==> config.mk <==
export PLATFORM = sky130hd
export DESIGN_NAME = mips_mc_control_flat
export DESIGN_NICKNAME = d
export VERILOG_FILES = /design/src/rtl/mips_pkg.sv /design/src/rtl/mips_mc_control_if.sv /design/src/rtl/mips_mc_ctrl_decode.sv /design/src/rtl/mips_mc_control.sv /design/src/flat_wrapper.sv
export SDC_FILE = /design/constraint.sdc
export NUM_CORES = 1
export LEC_CHECK = 0
export BUFFER_PORTS_ARGS = -buffer_cell sky130_fd_sc_hd__buf_2
export CORE_UTILIZATION = 51
export CTS_CLUSTER_SIZE = 28
export DETAILED_ROUTE_END_ITERATION = 10
export PLACE_DENSITY = 0.79
export SYNTH_ARGS = -nofsm -noshare
export SYNTH_HDL_FRONTEND = slang
export SYNTH_HIERARCHICAL = 1
export SYNTH_SLANG_ARGS = --single-unit
==> constraint.sdc <==
create_clock -name clk -period 2.4 [get_ports clk]
set_input_delay 0.36 -clock clk [delete_from_list [all_inputs] [get_ports clk]]
set_output_delay 0.36 -clock clk [all_outputs]
set_load 0.1 [all_outputs]
==> src/rtl/mips_pkg.sv <==
// mips_pkg: shared state encodings, opcodes, datapath select encodings and
// the control-word layout for the multicycle MIPS control FSM.
package mips_pkg;
    typedef enum logic [3:0] {
        FETCH, IR_LOAD, DECODE, MEM_ADDR, MEM_RD, MEM_WB, MEM_WR,
        R_EXEC, R_WB, BEQ, JUMP, ADDI_EXEC, ADDI_WB, TRAP
    } state_t;
    localparam logic [5:0] OP_RTYPE = 6'b000000;
    localparam logic [5:0] OP_LW    = 6'b100011;
    localparam logic [5:0] OP_SW    = 6'b101011;
    localparam logic [5:0] OP_BEQ   = 6'b000100;
    localparam logic [5:0] OP_J     = 6'b000010;
    localparam logic [5:0] OP_ADDI  = 6'b001000;
    localparam logic [1:0] ALU_ADD   = 2'b00;
    localparam logic [1:0] ALU_SUB   = 2'b01;
    localparam logic [1:0] ALU_FUNCT = 2'b10;
    localparam logic [1:0] SRCB_RT     = 2'b00;
    localparam logic [1:0] SRCB_FOUR   = 2'b01;
    localparam logic [1:0] SRCB_IMM    = 2'b10;
    localparam logic [1:0] SRCB_IMM_SH = 2'b11;
    localparam logic [1:0] PC_ALU    = 2'b00;
    localparam logic [1:0] PC_ALUOUT = 2'b01;
    localparam logic [1:0] PC_JUMP   = 2'b10;
    typedef struct packed {
        logic       memread;
        logic       memwrite;
        logic       iord;
        logic       irwrite;
        logic       pcwrite;
        logic       pcwritecond;
        logic [1:0] pcsource;
        logic [1:0] aluop;
        logic       alusrca;
        logic [1:0] alusrcb;
        logic       regwrite;
        logic       regdst;
        logic       memtoreg;
        logic       halt;
    } ctrl_t;
    // States whose exit edge completes an instruction.
    function automatic logic is_last(input state_t s);
        return s inside {MEM_WB, MEM_WR, R_WB, BEQ, JUMP, ADDI_WB};
    endfunction
endpackage

==> src/rtl/mips_mc_control_if.sv <==
// mips_mc_if: control bus between the multicycle FSM (master) and the
// datapath / unified memory (slave); opcode flows back from the IR.
interface mips_mc_if;
    logic [5:0] opcode;
    logic       memread;
    logic       memwrite;
    logic       iord;
    logic       irwrite;
    logic       pcwrite;
    logic       pcwritecond;
    logic [1:0] pcsource;
    logic [1:0] aluop;
    logic       alusrca;
    logic [1:0] alusrcb;
    logic       regwrite;
    logic       regdst;
    logic       memtoreg;
    modport master (
        input  opcode,
        output memread, memwrite, iord, irwrite, pcwrite, pcwritecond,
               pcsource, aluop, alusrca, alusrcb, regwrite, regdst, memtoreg
    );
    modport slave (
        output opcode,
        input  memread, memwrite, iord, irwrite, pcwrite, pcwritecond,
               pcsource, aluop, alusrca, alusrcb, regwrite, regdst, memtoreg
    );
endinterface

==> src/rtl/mips_mc_ctrl_decode.sv <==
// mips_mc_ctrl_decode: Moore state -> control-word decode.
// TRAP decodes to halt only when MC_CTRL_TRAP_EN is defined.
module mips_mc_ctrl_decode
    import mips_pkg::*;
(
    input  state_t state,
    output ctrl_t  ctrl
);
    always_comb begin
        ctrl = '0;
        case (state)
            FETCH:     ctrl.memread = 1'b1;
            IR_LOAD: begin
                ctrl.irwrite = 1'b1;
                ctrl.alusrcb = SRCB_FOUR;
                ctrl.aluop   = ALU_ADD;
                ctrl.pcsource = PC_ALU;
                ctrl.pcwrite = 1'b1;
            end
            DECODE: begin
                ctrl.alusrcb = SRCB_IMM_SH;
                ctrl.aluop   = ALU_ADD;
            end
            MEM_ADDR, ADDI_EXEC: begin
                ctrl.alusrca = 1'b1;
                ctrl.alusrcb = SRCB_IMM;
                ctrl.aluop   = ALU_ADD;
            end
            MEM_RD: begin
                ctrl.memread = 1'b1;
                ctrl.iord    = 1'b1;
            end
            MEM_WB: begin
                ctrl.memtoreg = 1'b1;
                ctrl.regwrite = 1'b1;
            end
            MEM_WR: begin
                ctrl.memwrite = 1'b1;
                ctrl.iord     = 1'b1;
            end
            R_EXEC: begin
                ctrl.alusrca = 1'b1;
                ctrl.alusrcb = SRCB_RT;
                ctrl.aluop   = ALU_FUNCT;
            end
            R_WB: begin
                ctrl.regdst   = 1'b1;
                ctrl.regwrite = 1'b1;
            end
            BEQ: begin
                ctrl.alusrca     = 1'b1;
                ctrl.alusrcb     = SRCB_RT;
                ctrl.aluop       = ALU_SUB;
                ctrl.pcwritecond = 1'b1;
                ctrl.pcsource    = PC_ALUOUT;
            end
            JUMP: begin
                ctrl.pcwrite  = 1'b1;
                ctrl.pcsource = PC_JUMP;
            end
            ADDI_WB:   ctrl.regwrite = 1'b1;
`ifdef MC_CTRL_TRAP_EN
            TRAP:      ctrl.halt = 1'b1;
`endif
            default: ;
        endcase
    end
endmodule

==> src/rtl/mips_mc_control.sv <==
// mips_mc_control: Moore main-control FSM for the multicycle MIPS datapath.
// Optional MC_CTRL_TRAP_EN: unknown opcodes enter a sticky TRAP with halt=1.
module mips_mc_control
    import mips_pkg::*;
#(
    parameter int CNT_W   = 32,
    parameter int STATE_W = 4
) (
    input  logic               clk,
    input  logic               rst,
    mips_mc_if.master          bus,
    output logic [STATE_W-1:0] state_o,
    output logic [CNT_W-1:0]   instr_count,
    output logic               halt
);
    state_t state, state_n;
    ctrl_t  ctrl;
    logic   retire;
    always_ff @(posedge clk or posedge rst) begin
        if (rst)
            state <= FETCH;
        else
            state <= state_n;
    end
    always_comb begin
        state_n = FETCH;
        case (state)
            FETCH:     state_n = IR_LOAD;
            IR_LOAD:   state_n = DECODE;
            DECODE: begin
                case (bus.opcode)
                    OP_LW, OP_SW: state_n = MEM_ADDR;
                    OP_RTYPE:     state_n = R_EXEC;
                    OP_BEQ:       state_n = BEQ;
                    OP_J:         state_n = JUMP;
                    OP_ADDI:      state_n = ADDI_EXEC;
`ifdef MC_CTRL_TRAP_EN
                    default:      state_n = TRAP;
`else
                    default:      state_n = FETCH;
`endif
                endcase
            end
            MEM_ADDR:  state_n = bus.opcode == OP_LW ? MEM_RD : MEM_WR;
            MEM_RD:    state_n = MEM_WB;
            R_EXEC:    state_n = R_WB;
            ADDI_EXEC: state_n = ADDI_WB;
`ifdef MC_CTRL_TRAP_EN
            TRAP:      state_n = TRAP;
`endif
            default:   state_n = FETCH;
        endcase
    end
    // An unknown opcode leaving DECODE for FETCH retires as a NOP.
    assign retire = is_last(state) || (state == DECODE && state_n == FETCH);
    always_ff @(posedge clk or posedge rst) begin
        if (rst)
            instr_count <= '0;
        else if (retire)
            instr_count <= instr_count + 1'b1;
    end
    mips_mc_ctrl_decode u_decode (
        .state (state),
        .ctrl  (ctrl)
    );
    always_comb begin
        bus.memread     = ctrl.memread;
        bus.memwrite    = ctrl.memwrite;
        bus.iord        = ctrl.iord;
        bus.irwrite     = ctrl.irwrite;
        bus.pcwrite     = ctrl.pcwrite;
        bus.pcwritecond = ctrl.pcwritecond;
        bus.pcsource    = ctrl.pcsource;
        bus.aluop       = ctrl.aluop;
        bus.alusrca     = ctrl.alusrca;
        bus.alusrcb     = ctrl.alusrcb;
        bus.regwrite    = ctrl.regwrite;
        bus.regdst      = ctrl.regdst;
        bus.memtoreg    = ctrl.memtoreg;
        halt            = ctrl.halt;
        state_o         = STATE_W'(state);
    end
endmodule

==> src/flat_wrapper.sv <==
// flat-port wrapper written by rule: the top's interface ports become plain ports
module mips_mc_control_flat import mips_pkg::*;
#(
    parameter int CNT_W   = 32,
    parameter int STATE_W = 4
)
  (clk, rst, state_o, instr_count, halt, bus_opcode, bus_memread, bus_memwrite, bus_iord, bus_irwrite, bus_pcwrite, bus_pcwritecond, bus_pcsource, bus_aluop, bus_alusrca, bus_alusrcb, bus_regwrite, bus_regdst, bus_memtoreg);
  mips_mc_if bus_i ();
  input  logic clk;
  input  logic rst;
  output logic [STATE_W-1:0] state_o;
  output logic [CNT_W-1:0] instr_count;
  output logic halt;
  input wire logic [$bits(bus_i.opcode)-1:0] bus_opcode;
  output wire logic [$bits(bus_i.memread)-1:0] bus_memread;
  output wire logic [$bits(bus_i.memwrite)-1:0] bus_memwrite;
  output wire logic [$bits(bus_i.iord)-1:0] bus_iord;
  output wire logic [$bits(bus_i.irwrite)-1:0] bus_irwrite;
  output wire logic [$bits(bus_i.pcwrite)-1:0] bus_pcwrite;
  output wire logic [$bits(bus_i.pcwritecond)-1:0] bus_pcwritecond;
  output wire logic [$bits(bus_i.pcsource)-1:0] bus_pcsource;
  output wire logic [$bits(bus_i.aluop)-1:0] bus_aluop;
  output wire logic [$bits(bus_i.alusrca)-1:0] bus_alusrca;
  output wire logic [$bits(bus_i.alusrcb)-1:0] bus_alusrcb;
  output wire logic [$bits(bus_i.regwrite)-1:0] bus_regwrite;
  output wire logic [$bits(bus_i.regdst)-1:0] bus_regdst;
  output wire logic [$bits(bus_i.memtoreg)-1:0] bus_memtoreg;
  assign bus_i.opcode = bus_opcode;
  assign bus_memread = bus_i.memread;
  assign bus_memwrite = bus_i.memwrite;
  assign bus_iord = bus_i.iord;
  assign bus_irwrite = bus_i.irwrite;
  assign bus_pcwrite = bus_i.pcwrite;
  assign bus_pcwritecond = bus_i.pcwritecond;
  assign bus_pcsource = bus_i.pcsource;
  assign bus_aluop = bus_i.aluop;
  assign bus_alusrca = bus_i.alusrca;
  assign bus_alusrcb = bus_i.alusrcb;
  assign bus_regwrite = bus_i.regwrite;
  assign bus_regdst = bus_i.regdst;
  assign bus_memtoreg = bus_i.memtoreg;
  mips_mc_control #(.CNT_W(CNT_W), .STATE_W(STATE_W)) u_core (.clk(clk), .rst(rst), .bus(bus_i), .state_o(state_o), .instr_count(instr_count), .halt(halt));
endmodule
; After elaboration in Yosys (flattened, before gate mapping)
; Cells that the tools add are included.
[classes]
addsub = 1
n_eq_ne = 17
mux = 16
reduce_logical = 13
[op_table]
columns = operator, n
row1 = $add A32 B1 Y32 const B, 1
row2 = $pmux W4 S7, 1
row3 = $eq A4 B4 Y1 const B, 5
row4 = $pmux W4 S5, 1
row5 = $eq A4 B3 Y1 const B, 4
row6 = $eq A6 B6 Y1 const B, 2
row7 = $mux W1, 10
row8 = $reduce_or A2 Y1, 5
row9 = $eq A4 B2 Y1 const B, 2
row10 = $logic_not A4 Y1, 2
row11 = $pmux W2 S2, 2
row12 = $eq A6 B2 Y1 const B, 1
row13 = $eq A6 B3 Y1 const B, 1
row14 = $eq A6 B4 Y1 const B, 1
row15 = $logic_not A6 Y1, 1
row16 = $pmux W2 S3, 1
row17 = $reduce_bool A6 Y1, 1
row18 = $eq A4 B1 Y1 const B, 1
row19 = $reduce_or A4 Y1, 1
row20 = $reduce_or A3 Y1, 1
row21 = $mux W2, 1
row22 = $logic_and A1 B1 Y1, 1
row23 = $logic_or A1 B1 Y1, 1
[totals]
elab_cells = 49
regBits = 36
in_bits = 8

; Longest topological paths before layout
; Gate-level depths: netlist of run 1.
[depth]
ltp_word = 7
ltp_mapped = 7
mapped_depth_nobuf = 5

; By module
; The synthesis of run 1 kept the hierarchy.
[modules_own_cells]
columns = module, cells_each, instances, area_per_inst_um2
row1 = mips_mc_control, 175, 1, 1905.6
row2 = mips_mc_ctrl_decode, 27, 1, 157.7

; Worst setup path before layout of run 1
; Ideal clock, no wire load.
[synth_timing]
path_kind = reg-to-output
startpoint = register u_core.state[0], in the netlist u_core/state_o[0]
endpoint = output port bus_alusrcb[1]
path_slack_ps = -1300
required_time_ps = 2040
path_stages_with_launch = 3
arrival_ps = 3340
cell_sequence = dfrtp_1 nor2b_1 nor3_1
[synth_via]
elab_chain_cells = 3
elab_cells_between_ends = 6
[synth_lines]
columns = element, line_no
row1 = "start, declared", mips_mc_control.sv:16  ; state_t state, state_n;
row2 = "start signal, assigned", mips_mc_control.sv:23  ; state <= state_n;
row3 = $eq A4 B2 Y1 or $eq A4 B4 Y1 (tied branches), mips_mc_ctrl_decode.sv:11  ; case (state)
row4 = $reduce_or A2 Y1, mips_mc_ctrl_decode.sv:11
row5 = $pmux W2 S3 *, mips_mc_ctrl_decode.sv:11
row6 = "end, declared", flat_wrapper.sv:24  ; output wire logic [$bits(bus_i.alusrcb)-1:0] bus_alusrcb;
; Every way passes the cells marked *; elsewhere a longest branch is shown, timed or not.

; Worst setup path in the final report of run 1
[layout_timing]
startpoint = register u_core.state[3], in the netlist u_core/state_o[3]
endpoint = output port bus_regwrite
[layout_via]
elab_chain_cells = 3
elab_cells_between_ends = 5
[layout_lines]
columns = element, line_no
row1 = $eq A4 B4 Y1 or $eq A4 B3 Y1 (tied branches), mips_mc_ctrl_decode.sv:11
row2 = $reduce_or A3 Y1 (no line) *, -
row3 = $mux W1 *, mips_mc_ctrl_decode.sv:11
row4 = "end, declared", flat_wrapper.sv:25  ; output wire logic [$bits(bus_i.regwrite)-1:0] bus_regwrite;
; Marks and branches as above.

==> flow_summary.json, run 1 <==
{
  "synth_top_cell_area_share_pct": 43.66,
  "place.detailed.hpwl_um": 2898,
  "ys_ff_latch": 36,
  "switching_share_pct": 60.65,
  "status": "finished clean",
  "core_region_area_um2": 3771,
  "netlist_area_um2": 2063,
  "synthFlopType": "dfrtp_1",
  "irDropWorstVdd_v": 0.001281,
  "clockBufferDepth": 2,
  "clkSinkCount": 36,
  "multi_input_area_um2": 1149,
  "cellLeakagePower_nw": 1.257,
  "synthTopCellsByCount": "dfrtp_1, xnor2_1, nand2_1",
  "p_comb_share_pct": 60.8,
  "syn-instance-count": 202,
  "finalHoldViolCount": 0,
  "fmax_ghz": 0.4653,
  "grt_pass1_wl_um": 6741,
  "clk_pin_slew_ps": 70,
  "firstDrtPassIters": 4,
  "gp_congestion": 0.7842,
  "vias": 1657,
  "drv_slew": 0,
  "rows": 22,
  "fin_crit_sh_pct": 89.54,
  "die_x_um": 65.61,
  "portBuffers": 59,
  "clkPwrFrac_pct": 12.8,
  "avgSynthCellArea_um2": 10.21,
  "synth.area.top_cells": "dfrtp_1, xnor2_1, nand4_2",
  "p_int_w": 0.001346,
  "synth_edf_count": 0,
  "holdBufCountCts": 0,
  "diodes": 0,
  "postCtsResizedCells": 0,
  "rsz0062_at_grt": "no",
  "synth_top_area_cell": "dfrtp_1",
  "route.detailed.drc": 0,
  "setup_viol": 0,
  "path_class": "register to output pin",
  "regArea_um2": 913.4,
  "required_ps": 2040,
  "yosysMostFrequentCell": "dfrtp_1",
  "grt_usage_pct": 20.72,
  "cts_tree": "built",
  "async_reset_ff_share_pct": 100.0,
  "boundaryPins": 61,
  "fin_skew_ps": 6.592,
  "worstPathMaxFanout": 17,
  "clkLatencyLatePin_ps": 290,
  "die-area_um2": 4304,
  "hold_slack_ps": 160.5,
  "final_net_count": 269,
  "routed_wirelength_um": 4079,
  "syn-num-nets": 211,
  "min_period_ps": 2149,
  "critPathCaptureType": "output pin",
  "syn_to_final_growth_pct": 23.71,
  "worstMarginPinSlew_ps": 539.9,
  "setup_ws_ps": 251.0,
  "nFillCells": 312,
  "ys_seq_area_share_pct": 43.66,
  "power_density_nw_per_um2": 1340,
  "via_per_inst": 5.362,
  "postCtsSetupBuffers": 0,
  "fp.dieH_um": 65.61,
  "synth_cell_types": 47,
  "fin_tns_setup_ps": 0,
  "yosys_warnings": 6,
  "switchingPower_w": 0.002074,
  "maxSlewHeadroom_pct": 63.89,
  "wl_per_cell_um": 13.20,
  "cts_htree_levels": 2,
  "p_total_w": 0.003420,
  "dp_slack_ps": 392.3,
  "maxCapViolCount": 0,
  "ant_nets": 0,
  "critPathLaunchType": "register",
  "grt-ovfl-total": 0,
  "sequentialPowerShare_pct": 26.5,
  "antenna_found_initial": 0,
  "drive_gt1_share_pct": 41.76,
  "cts_made_buffers": 5,
  "initial_core_util_pct": 54.71,
  "drt-initial-drc-count": 69,
  "arrival_ps": 1790,
  "grt_pass1_vias": 1429,
  "root_buffer": "clkbuf_8",
  "hold_class": "input port to async pin",
  "grt_max_degree": 37
}
==> worst paths after layout <==
path                                        start                     end  slack (ps)  cells past startpoint
max                             u_core/state_o[3]            bus_regwrite         250                      3
min                                           rst   u_core/instr_count[6]         160                      3
max reg2reg                     u_core/state_o[0]   u_core/instr_count[1]         360                      5
min reg2reg                u_core/instr_count[31]  u_core/instr_count[31]         470                      1
max in group asynchronous                     rst       u_core/state_o[0]        1890                      3
min in group clk           u_core/instr_count[31]  u_core/instr_count[31]         470                      1
==> cells by family (layout without fill, tap and decap cells) <==
family | Yosys count | count (layout) | share of synthesized area [%]
adder cells (fa/ha/maj) | 1 | 1 | 0.6063
AO/OA/AOI/OAI | 18 | 18 | 7.581
XOR/XNOR | 33 | 33 | 14.01
AND/OR/NAND/NOR | 98 | 98 | 29.29
flip-flops | 36 | 36 | 43.66
buffers and inverters | 14 | 73 | 4.123
multiplexers | 1 | 1 | 0.5457
other | 1 | 1 | 0.1818
==> placed cells by master, fill, tap and decap left out, drive strengths merged, types with 2 or more instances in the layout <==
master / synthesis / routed
nand4: 17 / 17
clkinv: 0 / 2
and3: 5 / 5
o21ai: 3 / 3
xor2: 3 / 3
and2: 4 / 4
inv: 4 / 4
nor2b: 3 / 3
nor3: 8 / 8
xnor2: 30 / 30
nand3: 12 / 12
o211a: 2 / 2
nand2: 19 / 19
nor2: 15 / 15
buf: 7 / 61
and4: 2 / 2
nor4: 4 / 4
clkbuf: 3 / 6
nand2b: 4 / 4
a21oi: 3 / 3
dfrtp: 36 / 36
==> power by group through the flow <==
stage | Sequential, W | Clock [W] | Combinational (W)
after detailed placement | 0.000915 | 0 | 0.00209
after global routing | 0.000935 | 0.000473 | 0.00216
final | 0.000905 | 0.000436 | 0.00208
after floorplan | 0.00141 | 0 | 0.00133
after global placement | 0.000910 | 0 | 0.00207
after CTS | 0.000905 | 0.000447 | 0.00209
==> layout make-up <==
class	instances	share of cell area, %
Sequential cell	36	35.78
Inverter	4	0.5882
Multi-Input combinational cell	152	45.00
Timing Repair Buffer	61	12.65
Clock buffer	6	3.235
Tap cell	48	2.353
Clock inverter	2	0.3922
==> per-layer routing <==
metal / part of all wire, % / wire [um] / vias to the layer above / GRT usage [%]
met5: 0 / 0 / - / 0
met4: 1.3 / 51 / 0 / 7.337
met3: 4.7 / 192 / 6 / 4.861
met2: 46 / 1886 / 46 / 32.22
met1: 48 / 1949 / 782 / 28.14
li1: - / - / 823 / -
==> sequential cells by signal, indices dropped and copies added (netlist names) <==
name / cells
u_core/instr_count: 32
u_core/state_o: 4
==> critical path, stage by stage (launching register included) <==
cell and delay [ps]:
dfrtp_2 570, nor2b_1 370, o2bb2ai_2 130, buf_2 430
==> per-stage QoR <==
stage	cells	instance area [um2]	util (%)
finish	309	2552	67.68
global route	309	2552	67.68
CTS	309	2552	67.68
detailed placement	301	2460	65.23
global placement	301	2460	65.23
floorplan	202	2147	-
Power figures use the tool's default switching activity.
==> inputs of run 2 (changes only) <==
SETUP_SLACK_MARGIN = 0.3   (was not set)
==> run 2 against run 1 <==
- fmax is 4.9% higher
- highest routed layer unchanged
- first-iteration DRC count is 110% higher
- sequential power grew 6.0%
==> flow_summary.json, run 2 (synthesis results as in run 1) <==
{
  "setup_viol": 0,
  "maxCapViolCount": 0,
  "worstPathMaxFanout": 17,
  "fin_tns_setup_ps": 0,
  "status": "finished clean",
  "die_x_um": 65.61,
  "startpoint": "u_core/state_o[1]",
  "mostFrequentLayoutCells": "buf_2, xnor2_1, nand2_1, dfrtp_2",
  "p_total_w": 0.003655,
  "core_region_area_um2": 3771,
  "arrival_ps": 1690,
  "clk_pin_slew_ps": 80,
  "cellLeakagePower_nw": 1.244,
  "clkSinkCount": 36,
  "place.detailed.hpwl_um": 3034,
  "final_area_um2": 2711,
  "vias": 1702,
  "fmax_ghz": 0.4883,
  "path_class": "register to output pin",
  "cts_htree_levels": 2,
  "required_ps": 2040,
  "portBuffers": 59,
  "cts_made_buffers": 5,
  "largest_reg_flops": 32,
  "boundaryPins": 61,
  "initial_core_util_pct": 54.71,
  "place_area_um2": 2581,
  "diodes": 0,
  "grt_pass1_vias": 1459,
  "via_per_inst": 5.508,
  "wl_per_cell_um": 13.95,
  "postCtsSetupBuffers": 0,
  "route.detailed.drc": 0,
  "syn_to_final_growth_pct": 31.41,
  "power_density_nw_per_um2": 1348,
  "antenna_found_initial": 0,
  "rows": 22,
  "grt_usage_pct": 21.61,
  "fin_crit_sh_pct": 85.34,
  "r2r_start": "u_core/state_o[0]",
  "drive_gt1_share_pct": 49.43,
  "worstMarginPinSlew_ps": 578.3,
  "drt-initial-drc-count": 144,
  "fin_util_pct": 71.90,
  "fin_skew_ps": 8.531,
  "critPathLaunchType": "register",
  "maxSlewHeadroom_pct": 61.33,
  "min_period_ps": 2048,
  "top_register": "u_core/instr_count",
  "hold_slack_ps": 150.5,
  "holdBufCountCts": 0,
  "grt_max_degree": 37,
  "firstDrtPassIters": 4,
  "root_buffer": "clkbuf_8",
  "critPathCaptureType": "output pin",
  "die-area_um2": 4304,
  "rsz0062_at_grt": "no",
  "grt_pass1_wl_um": 7038,
  "cts_tree": "built",
  "clockBufferDepth": 2,
  "grt-ovfl-total": 0,
  "gp_congestion": 0.7884,
  "routed_wirelength_um": 4310,
  "final_net_count": 269,
  "nFillCells": 291,
  "postCtsResizedCells": 9,
  "fp.dieH_um": 65.61,
  "finalHoldViolCount": 0,
  "ant_nets": 0,
  "final_common_cell": "buf_2",
  "drv_slew": 0,
  "clkLatencyLatePin_ps": 290,
  "irDropWorstVdd_v": 0.001351,
  "hold_class": "input port to async pin"
}
## run 2: metrics by stage
stage | setup WS (ps) | cells
after global routing | 306.9 | 309
final | 352.0 | 309
after CTS | 275.8 | 309
after floorplan | 272.3 | 202
after detailed placement | 445.0 | 301
after global placement | 471.3 | 301
## run 2: area by class of cell
class	instances	area [um2]	area share [%]
Multi-Input combinational cell	152	1239	45.69
Sequential cell	36	952.2	35.12
Timing Repair Buffer	61	351.6	12.97
Clock buffer	7	86.33	3.184
Tap cell	48	60.06	2.215
Inverter	4	15.01	0.5538
Clock inverter	1	7.507	0.2769
## run 2: final timing paths
| path | slack (ps) | endpoint | depth (start not counted) |
|---|---|---|---|
| max | 350 | bus_pcsource[0] | 3 |
| min | 150 | u_core/instr_count[2] | 3 |
| max reg2reg | 500 | u_core/instr_count[1] | 5 |
| min reg2reg | 470 | u_core/instr_count[9] | 1 |
| max in group asynchronous | 1880 | u_core/state_o[2] | 3 |
| min in group clk | 470 | u_core/instr_count[9] | 1 |
## run 2: worst max-delay path: stages (launching register included)
cell and delay (ps):
dfrtp_4 580, nand2b_4 270, nor2_4 110, buf_2 430
## run 2: per-layer routing
layer	part of all wire [%]	GRT usage, %	vias to the layer above
met5	0	0	-
met4	1.1	8.967	0
met3	4.7	4.340	4
met2	47	32.35	46
met1	47	30.32	823
li1	-	-	829
## run 2: power breakdown
| part | internal, W | switching [W] | total (W) |
|---|---|---|---|
| Combinational | 0.000513 | 0.00173 | 0.00225 |
| Sequential | 0.000722 | 0.000237 | 0.000959 |
| Clock | 0.000233 | 0.000216 | 0.000450 |
==> inputs of run 3 (changes only) <==
PLACE_DENSITY = 0.89   (was 0.79)
==> run 3 against run 2 <==
- setup slack improved by 9.5 ps
- clock-buffer cell count decreased by 2
- sequential power decreased by 0.7%
- wire length increased by 1.4%
- die area unchanged
- critical path type unchanged
==> flow_summary.json, run 3 (synthesis results as in run 1) <==
{
  "portBuffers": 59,
  "dp_slack_ps": 416.6,
  "clk_pin_slew_ps": 80,
  "power_density_nw_per_um2": 1347,
  "rows": 22,
  "core_region_area_um2": 3771,
  "root_buffer": "clkbuf_8",
  "grt_pass1_vias": 1570,
  "syn_to_final_growth_pct": 31.53,
  "routed_wirelength_um": 4372,
  "r2r_setup_slack_ps": 440,
  "place.detailed.hpwl_um": 3016,
  "grt_pass1_wl_um": 7258,
  "drive_gt1_share_pct": 49.81,
  "setup_viol": 0,
  "fin_skew_ps": 9.351,
  "grt_usage_pct": 22.67,
  "drt-initial-drc-count": 76,
  "required_ps": 2040,
  "cellLeakagePower_nw": 1.246,
  "regArea_um2": 952.2,
  "mostFrequentLayoutCells": "buf_2, xnor2_1, nand2_1, dfrtp_2",
  "gp_congestion": 0.8600,
  "cts_tree": "built",
  "via_per_inst": 5.437,
  "clkLatencyLatePin_ps": 290,
  "die-area_um2": 4304,
  "firstDrtPassIters": 4,
  "clkSinkCount": 36,
  "fin_cells": 309,
  "critPathCaptureType": "output pin",
  "cts_htree_levels": 2,
  "setup_ws_ps": 361.4,
  "holdBufCountCts": 0,
  "grt_max_degree": 37,
  "die_x_um": 65.61,
  "maxSlewHeadroom_pct": 64.91,
  "grt-ovfl-total": 0,
  "wl_per_cell_um": 14.15,
  "irDropWorstVdd_v": 0.0009847,
  "antenna_found_initial": 0,
  "fin_tns_setup_ps": 0,
  "largest_reg_flops": 32,
  "final_net_count": 269,
  "top_register": "u_core/instr_count",
  "fin_crit_sh_pct": 84.94,
  "vias": 1680,
  "final_common_cell": "buf_2",
  "initial_core_util_pct": 54.71,
  "fp.dieH_um": 65.61,
  "multi_input_area_um2": 1239,
  "worstMarginPinSlew_ps": 524.7,
  "worstPathMaxFanout": 17,
  "critPathLaunchType": "register",
  "route.detailed.drc": 0,
  "ant_nets": 0,
  "diodes": 0,
  "boundaryPins": 61,
  "rsz0062_at_grt": "no",
  "min_period_ps": 2039,
  "fmax_ghz": 0.4905,
  "finalHoldViolCount": 0,
  "status": "finished clean",
  "drv_slew": 0,
  "arrival_ps": 1680,
  "maxCapViolCount": 0,
  "hold_class": "input port to async pin",
  "postCtsSetupBuffers": 0,
  "nFillCells": 262,
  "clockBufferDepth": 2,
  "cts_made_buffers": 5,
  "path_class": "register to output pin",
  "place_inst": 301,
  "fin_util_pct": 71.96
}
-- run 3: changes by cell type in the layout (fill, tap and decap cells not counted), moves of 2 or more --
| cell | change |
|---|---|
| clkbuf_4 | +3 |
| buf_2 | -2 |
| clkinv_2 | +2 |
| buf_4 | -2 |
-- run 3: area by class of cell --
| cell class | instances | area share, % |
|---|---|---|
| Multi-Input combinational cell | 152 | 45.64 |
| Sequential cell | 36 | 35.09 |
| Timing Repair Buffer | 61 | 13.28 |
| Clock buffer | 5 | 2.536 |
| Tap cell | 48 | 2.213 |
| Clock inverter | 3 | 0.6916 |
| Inverter | 4 | 0.5533 |
-- run 3: power breakdown --
group | switching (W) | leakage (nW) | total [W] | internal, W
sequential | 0.000230 | 0.450 | 0.000952 | 0.000722
clock | 0.000222 | 0.0479 | 0.000424 | 0.000202
combinational | 0.00175 | 0.749 | 0.00228 | 0.000525
-- run 3: layer usage --
layer  vias up  GRT usage, %  wire [um]
met5         -             0          0
met3         8         6.424        258
met2        50         35.18       2062
met1       797         29.78       1975
li1        825             -          -
met4         0         8.967         76
-- run 3: timing repair --
item                       in CTS  in global routing
setup endpoints to repair       9                  6
gates resized for setup        11                  6
gates cloned                    0                  0
-- run 3: critical path: stages (launching register included) --
cell	delay [ps]
dfrtp_4	590
or2_1	360
o22ai_4	190
buf_6	240
-- run 3: per-stage QoR --
stage,instance area (um2),power [W],hold slack (ps)
final,2714,0.003655,157.3
after global routing,2714,0.003803,212.2
after CTS,2698,0.003640,171.3
after detailed placement,2581,0.003172,471.1
after global placement,2581,0.003131,457.5
after floorplan,2283,0.002909,526.0
-- run 3: final timing paths --
path,startpoint,to,cells after the start
worst min register to register,u_core/instr_count[16],u_core/instr_count[16],1
worst max register to register,u_core/state_o[0],u_core/instr_count[1],5
worst max-delay path,u_core/state_o[3],bus_pcwrite,3
worst min-delay path,rst,u_core/instr_count[12],3
min in group clk,u_core/instr_count[16],u_core/instr_count[16],1
max in group asynchronous,rst,u_core/instr_count[6],3
